--- src/rtl/ext_pipe_pkg.sv ---
// ext_pipe_pkg: mode encodings shared by the extender pipeline and its datapath.
// Optional feature macro: EXTP_LOADEXT_EN (load byte/half/word extraction).
package ext_pipe_pkg;

   localparam int EXTP_MODE_W = 3;

   typedef enum logic [EXTP_MODE_W-1:0] {
      EXTP_UNSIGNED = 3'd0,
      EXTP_SIGNED   = 3'd1,
      EXTP_SHIFT    = 3'd2,
      EXTP_LB_S     = 3'd3,
      EXTP_LB_U     = 3'd4,
      EXTP_LH_S     = 3'd5,
      EXTP_LH_U     = 3'd6,
      EXTP_WORD     = 3'd7
   } extp_mode_e;

endpackage

--- src/rtl/ext_pipe_core.sv ---
// ext_pipe_core: combinational extend/extract datapath between the two pipeline stages.
// With EXTP_LOADEXT_EN defined, byte/half/word load extraction is built; otherwise
// the load modes report Error=1 with a zero result and no extraction logic exists.
module ext_pipe_core
   import ext_pipe_pkg::*;
#(
   parameter int DATA_W = 32,
   parameter int IMM_W  = 16,
   parameter int OFF_W  = $clog2(DATA_W/8)
) (
   input  logic [DATA_W-1:0] data,
   input  logic [OFF_W-1:0]  offset,
   input  extp_mode_e        mode,
   output logic [DATA_W-1:0] result,
   output logic              error
);

   logic [IMM_W-1:0] imm;
   assign imm = data[IMM_W-1:0];

`ifdef EXTP_LOADEXT_EN
   // Little-endian lane select: the addressed byte lands in bits [7:0].
   logic [DATA_W-1:0] lane;
   assign lane = data >> {offset, 3'b000};
`else
   logic unused_load;
   assign unused_load = ^{data[DATA_W-1:IMM_W], offset};
`endif

   // Select the extension for the current mode; any error forces a zero result.
   always_comb begin
      result = '0;
      error  = 1'b0;
      case (mode)
         EXTP_UNSIGNED: result = DATA_W'(imm);
         EXTP_SIGNED:   result = DATA_W'($signed(imm));
         EXTP_SHIFT:    result = {imm, {(DATA_W-IMM_W){1'b0}}};
`ifdef EXTP_LOADEXT_EN
         EXTP_LB_S:     result = DATA_W'($signed(lane[7:0]));
         EXTP_LB_U:     result = DATA_W'(lane[7:0]);
         EXTP_LH_S: begin
            error  = offset[0];
            result = DATA_W'($signed(lane[15:0]));
         end
         EXTP_LH_U: begin
            error  = offset[0];
            result = DATA_W'(lane[15:0]);
         end
         // For a 32-bit datapath the only 4-aligned offset is 0, so one test covers both widths.
         EXTP_WORD: begin
            error  = (offset[1:0] != 2'b00);
            result = DATA_W'($signed(lane[31:0]));
         end
`endif
         default:       error = 1'b1;
      endcase
      if (error) result = '0;
   end

endmodule

--- src/rtl/ext_pipe.sv ---
// ext_pipe: two-stage valid/ready immediate and load-data extender.
// S1 holds the raw operand, S2 holds the extended result. Build option
// EXTP_LOADEXT_EN enables load extraction modes in ext_pipe_core.
module ext_pipe
   import ext_pipe_pkg::*;
#(
   parameter int  DATA_W = 32,
   parameter int  IMM_W  = 16,
   localparam int OFF_W  = $clog2(DATA_W/8)
) (
   input  logic                   clk,
   input  logic                   reset,
   input  logic                   EXTP_Flush,
   input  logic                   EXTP_InValid,
   output logic                   EXTP_InReady,
   input  logic [DATA_W-1:0]      EXTP_Input,
   input  logic [OFF_W-1:0]       EXTP_Offset,
   input  logic [EXTP_MODE_W-1:0] EXTP_Mode,
   output logic                   EXTP_OutValid,
   input  logic                   EXTP_OutReady,
   output logic [DATA_W-1:0]      EXTP_Output,
   output logic                   EXTP_Error
);

   logic              s1_valid;
   logic [DATA_W-1:0] s1_data;
   logic [OFF_W-1:0]  s1_offset;
   extp_mode_e        s1_mode;
   logic              s2_valid;
   logic [DATA_W-1:0] s2_result;
   logic              s2_error;
   logic [DATA_W-1:0] core_result;
   logic              core_error;
   logic              s2_adv;
   logic              s1_adv;
   logic              accept;

   // An empty S2 always advances, so S1 advancing reduces to S2 advancing.
   assign s2_adv       = !s2_valid || EXTP_OutReady;
   assign s1_adv       = s2_adv;
   assign EXTP_InReady = reset && (!s1_valid || s1_adv);
   assign accept       = EXTP_InValid && EXTP_InReady;

   // Capture the operand on accept; payload needs no reset since valid qualifies it.
   always_ff @(posedge clk) begin
      if (accept) begin
         s1_data   <= EXTP_Input;
         s1_offset <= EXTP_Offset;
         s1_mode   <= extp_mode_e'(EXTP_Mode);
      end
   end

   ext_pipe_core #(
      .DATA_W (DATA_W),
      .IMM_W  (IMM_W),
      .OFF_W  (OFF_W)
   ) u_core (
      .data   (s1_data),
      .offset (s1_offset),
      .mode   (s1_mode),
      .result (core_result),
      .error  (core_error)
   );

   // Valid bits and S2 result; flush drops everything in flight, reset also zeroes outputs.
   always_ff @(posedge clk) begin
      if (!reset) begin
         s1_valid  <= 1'b0;
         s2_valid  <= 1'b0;
         s2_result <= '0;
         s2_error  <= 1'b0;
      end else if (EXTP_Flush) begin
         s1_valid <= 1'b0;
         s2_valid <= 1'b0;
      end else begin
         if (accept)
            s1_valid <= 1'b1;
         else if (s1_adv)
            s1_valid <= 1'b0;
         if (s2_adv) begin
            s2_valid <= s1_valid;
            if (s1_valid) begin
               s2_result <= core_result;
               s2_error  <= core_error;
            end
         end
      end
   end

   assign EXTP_OutValid = s2_valid;
   assign EXTP_Output   = s2_result;
   assign EXTP_Error    = s2_error;

endmodule

--- config.mk ---
export PLATFORM = sky130hd
export DESIGN_NAME = ext_pipe
export DESIGN_NICKNAME = d
export VERILOG_FILES = /design/src/rtl/ext_pipe_pkg.sv /design/src/rtl/ext_pipe_core.sv /design/src/rtl/ext_pipe.sv
export SDC_FILE = /design/constraint.sdc
export NUM_CORES = 1
export LEC_CHECK = 0
export BUFFER_PORTS_ARGS = -buffer_cell sky130_fd_sc_hd__clkbuf_2
export CORE_MARGIN = 10
export CORE_UTILIZATION = 43
export DETAILED_ROUTE_END_ITERATION = 8
export GPL_TIMING_DRIVEN = 0
export PLACE_DENSITY = 0.74
export REMOVE_ABC_BUFFERS = 1
export SLEW_MARGIN = 20
export SYNTH_ARGS = -nofsm -noshare
export SYNTH_HDL_FRONTEND = slang
export SYNTH_SLANG_ARGS = --single-unit
--- constraint.sdc ---
create_clock -name clk -period 1.55 [get_ports clk]
set_input_delay 0.2325 -clock clk [delete_from_list [all_inputs] [get_ports clk]]
set_output_delay 0.2325 -clock clk [all_outputs]
set_load 0.005 [all_outputs]
Yosys cells after proc, flatten, opt, wreduce, memory -nomap -nowiden
Index checks and enable logic that the tools add are counted.
- register bits: 54
- bits of input ports: 42
- output and inout bits: 35
- word-level logic and storage cells: 26
- eq/ne operators: 2
- mux-type cells: 5
- bitwise logic cells: 2
- reduce and logical (&&, ||, !) cells: 11
- operator list (operator ; number):
    $pmux 32 s3 ; 1
    $mux 32 ; 1
    $eq 3x1->1 const B ; 1
    $eq 3x2->1 const B ; 1
    $logic_not 3->1 ; 1
    $mux 1 ; 3
    $reduce_and 3->1 ; 1
    $reduce_or 3->1 ; 1
    $logic_and 1x1->1 ; 2
    $logic_not 1->1 ; 2
    $logic_or 1x1->1 ; 2
    $not 1->1 ; 2
    $reduce_bool 2->1 ; 1
    $reduce_or 2->1 ; 1

Logic depth before layout (Yosys ltp)
- depth after elaboration: 6
- depth in mapped cells: 5
- depth with buffers taken out: 3

Cells and area by module
A second synthesis with hierarchy kept.
- cells, all modules: 248
- area total of the unflattened synthesis: 2972.9 µm²
- modules (own cells, without submodules) (module ; instances ; cells each ; area an instance (µm²) ; seq. area each (µm²)):
    ext_pipe ; 1 ; 191 ; 2555.0 ; 1811.7
    ext_pipe_core ; 1 ; 57 ; 417.9 ; 0.0

Least setup slack after synthesis
Ideal clock, no wire load.
- kind: reg-to-reg
- start: register s2_valid, in the netlist EXTP_OutValid
- end: register s1_data[0], enable pin
- setup time: 377 ps
- arrival: 1325 ps
- required time: 1173 ps
- setup slack: -152 ps
- cell stages (with the launch flop): 5
- buffers on the path: 1
- period minus slack after synthesis: 1702 ps
- path through: dfxtp_1 > nor2b_1 > buf_2 > a21boi_1 > and2_1
- cells in the longest elaborated chain, start to end: 5
- RTL lines (item ; RTL line ; source):
    start: declaration ; ext_pipe.sv:29 ; logic s2_valid;
    start signal: assignment ; ext_pipe.sv:81 ; s2_valid <= s1_valid;
    $logic_not 1->1 ; ext_pipe.sv:39 ; assign s2_adv = !s2_valid || EXTP_OutReady;
    $logic_or 1x1->1 ; ext_pipe.sv:39 ;
    $logic_or 1x1->1 ; ext_pipe.sv:41 ; assign EXTP_InReady = reset && (!s1_valid || s1_adv);
    $logic_and 1x1->1 ; ext_pipe.sv:41 ;
    named net EXTP_InReady ; ext_pipe.sv:15 ; output logic EXTP_InReady,
    $logic_and 1x1->1 ; ext_pipe.sv:42 ; assign accept = EXTP_InValid && EXTP_InReady;
    named net accept ; ext_pipe.sv:36 ; logic accept;
    end signal: assignment ; ext_pipe.sv:47 ; s1_data <= EXTP_Input;
    end: declaration ; ext_pipe.sv:26 ; logic [DATA_W-1:0] s1_data;
The timed path passes the listed nets, and every way through them passes these cells.
A chain may end at the register's enable or synchronous reset.

Final worst setup path
- start: register s1_mode[0]
- end: register s2_result[29], in the netlist EXTP_Output[29]
- cells in the longest elaborated chain, start to end: 3
- elaborated cells between the ends (all ways): 6
- those cells by class: eq/ne (2); mux (2); reduce/logical (2)
- RTL lines (item ; RTL line ; source):
    start: declaration ; ext_pipe.sv:28 ; extp_mode_e s1_mode;
    start signal: assignment ; ext_pipe.sv:49 ; s1_mode <= extp_mode_e'(EXTP_Mode);
    $eq 3x2->1, or another cell as far along ; ext_pipe_core.sv:34 ; case (mode)
    $pmux 32 s3 or $reduce_or 3->1 (tied branches) ; - ;
    $mux 32 (*) ; ext_pipe_core.sv:57 ; if (error) result = '0;
    end signal: assignment ; ext_pipe.sv:83 ; s2_result <= core_result;
    end: declaration ; ext_pipe.sv:30 ; logic [DATA_W-1:0] s2_result;
Mark *: on every way between the ends. The rest lies on a longest branch, timed or not.

==> impl_metrics.py <==
metrics = {
    "clocking": {
        "cts_hold_buf": 0,
        "cts_sinks": 54,
        "clk_pin_slew_ns": 0.10,
        "cts-root-buf": "clkbuf_8",
        "cts_buffer_depth": 2,
        "cts_tree": "done",
        "htree_levels": 2,
        "worstSkewPairLatency_ns": 0.31,
        "cts_buffers": 5,
    },
    "synth": {
        "synth-main-ff-cell": "dfxtp_1",
        "synth_area_sq_um": 2036,
        "synthCells": 171,
        "synth.area.top_cells": "dfxtp_1 34%, edfxtp_1 28%, o2bb2ai_1 6.5%",
        "synth_area_per_cell_sq_um": 11.90,
        "synth.top_cell.area_share_pct": 34.42,
        "ys_seq_area_share_pct": 62.45,
        "synth_common_cells": "35 x dfxtp_1, 19 x edfxtp_1, 17 x a21oi_1, 17 x nand4_1, 16 x o21ai_0",
        "synth_warnings": 0,
        "ys_seq_elements": 54,
        "ys_types": 27,
        "ys_async_sr_fraction_pct": 0,
        "synth_edf_count": 19,
        "yosysTopAreaCell": "dfxtp_1",
        "yosysMostFrequentCell": "dfxtp_1",
    },
    "floorplanning": {
        "rows": 24,
        "die_y_um": 88.81,
        "fp.dieW_um": 88.81,
        "core_area_sq_um": 4474,
        "start_util_pct": 45.50,
        "ioPinCount": 77,
        "dieArea_sq_um": 7886,
    },
    "detailed_routing": {
        "vias": 1613,
        "ant_nets": 0,
        "drc_errors": 0,
        "first_pass_iters": 5,
        "drt_iter0_drc": 130,
        "routed_wl_mm": 5.371,
        "vias_per_cell": 5.680,
        "wl_per_cell_um": 18.91,
    },
    "power_and_ir_drop": {
        "p_sw_w": 0.0005919,
        "leakagePower_nw": 0.9765,
        "ir_drop_mv": 0.7503,
        "p_comb_share_pct": 6.6,
        "pwr_density_cell_nw_per_um2": 1025,
        "clkPwrFrac_pct": 33.9,
        "p_int_w": 0.001998,
        "pwr-share-seq_pct": 59.5,
        "switching_share_pct": 22.86,
    },
    "setup_path": {
        "crit_arrival_ns": 1.65,
        "critPathLaunch": "s1_mode[0]",
        "start_kind": "flip-flop",
        "critical_path_peak_fanout": 15,
        "path_cells": "and2b_1, a21oi_1, o2bb2ai_1",
        "critPathSlowestCell": "and2b_1",
        "r2r-start": "s1_mode[0]",
        "crit_required_ns": 1.79,
        "slowest_delay_ns": 0.57,
        "worstSetupEndpointType": "flip-flop",
        "path_class": "flip-flop to flip-flop",
    },
    "timing": {
        "fin_crit_sh_pct": 91.01,
        "max_slew_margin_pct": 63.44,
        "grt_setup_unrepaired": "false",
        "setup_violations": 0,
        "worstMarginPinSlew_ns": 0.5483,
        "slew_violations": 0,
        "hold_viol": 0,
        "fin_ws_ns": 0.1393,
        "fin_skew_ns": 0.006963,
        "fmax_mhz": 708.9,
        "fin_crit_ns": 1.411,
    },
    "placement": {
        "port_buffers": 58,
        "dp_hpwl_mm": 3.509,
        "pre_cts_ws_ns": -0.6503,
        "globalplace.congestion": 0.7260,
        "dpl_cell_area_sq_um": 2312,
    },
    "min_path": {
        "hp-class": "input pin to flip-flop",
        "hp-start": "EXTP_Input[15]",
    },
    "cells_and_area": {
        "post-route-util_pct": 56.46,
        "antenna_cells": 0,
        "layout.nets": 273,
        "drive_above_1_share_pct": 36.64,
        "final_area_sq_um": 2526,
        "fillerInstances": 380,
        "syn_to_final_growth_pct": 24.09,
    },
    "grt": {
        "grt_util_all_layers_pct": 13.92,
        "grt_max_degree": 22,
        "antenna_found_initial": 0,
        "grt.overflow.total": 0,
        "grt_pass1_wl_mm": 8.549,
        "first_global_vias": 1660,
    },
    "job": {
        "max-cap-violations": 0,
    },
    "outcome": {
        "status": "finished, final reports clean",
    },
}
metal layers:
layer	global-route usage (%)	up-vias	share of wire, %
met5	0	-	0
met4	4.112	0	1.1
met3	4.871	6	8.4
met2	22.41	60	47
met1	17.14	777	43
li1	-	770	-
power by group through the flow:
stage          combinational (W)  sequential (W)  clock, W
6_report                0.000170         0.00154  0.000879
5_1_grt                 0.000188         0.00155  0.000944
4_1_cts                 0.000163         0.00154  0.000874
3_5_place_dp            0.000153         0.00157         0
3_3_place_gp            0.000149         0.00157         0
2_1_floorplan          0.0000807         0.00156         0
stage by stage:
stage                     power (W)  TNS [ns]  hold WS, ns  instances
after floorplan            0.001645    -5.773       0.3314        156
after global placement     0.001718    -28.23       0.4105        266
after detailed placement   0.001724    -21.58       0.4112        266
after CTS                  0.002575         0      0.08916        279
after global routing       0.002678         0      0.08045        284
final                      0.002589         0      0.08819        284
registers in the layout, indices dropped and copies added (netlist names):
| name | cells |
|---|---|
| EXTP_Error | 1 |
| EXTP_Output | 32 |
| EXTP_OutValid | 1 |
| s1_valid | 1 |
| s1_mode | 3 |
| s1_data | 16 |
final timing paths:
path,slack [ns],end,cells after the start
worst max-delay path,0.14,EXTP_Output[29],3
worst min-delay path,0.09,s1_data[15],1
worst max register to register,0.14,EXTP_Output[29],3
worst min register to register,0.47,EXTP_Output[17],1
cells by family after synthesis:
group                     after synthesis  synth area share (%)
AOI/OAI and AO/OA                      67                 22.25
DFF                                    54                 62.45
and+or+nand+nor                        34                 10.88
buffers and inverters                  15                 3.995
xor gates and xnor gates                1                0.4303
final cells by class:
class,count,area [sq um],share of cell area (%)
clock buffer,6,93.84,3.715
clock inverter,2,10.01,0.3962
multi-input combinational,103,715.7,28.33
sequential,54,1271,50.32
tap,52,65.06,2.576
timing repair buffer,67,370.4,14.66
cell usage in the layout, fill, tap and decap left out, drive strengths merged, types with 2 or more instances in the layout:
| master | n |
|---|---|
| nor2 | 4 |
| buf | 9 |
| nor3b | 2 |
| edfxtp | 19 |
| clkbuf | 64 |
| a21boi | 18 |
| o2bb2ai | 15 |
| nor2b | 3 |
| nand4 | 17 |
| a21oi | 17 |
| o21ai | 16 |
| dfxtp | 35 |
| clkinv | 2 |
| nand2b | 3 |
worst max-delay path: cells and delay by family, from the launching register on:
family	cells	cell delay, ns
compound gates	2	0.31
flops	1	0.45
simple gates	1	0.57
what timing repair did:
item | 4_1_cts | 5_1_grt
pin swaps | 2 | 0
resized for setup | 5 | 3
setup buffers | 4 | 5
setup endpoints to repair | 52 | 21
gates cloned | 1 | 0
(Power assumes the default switching activity.)
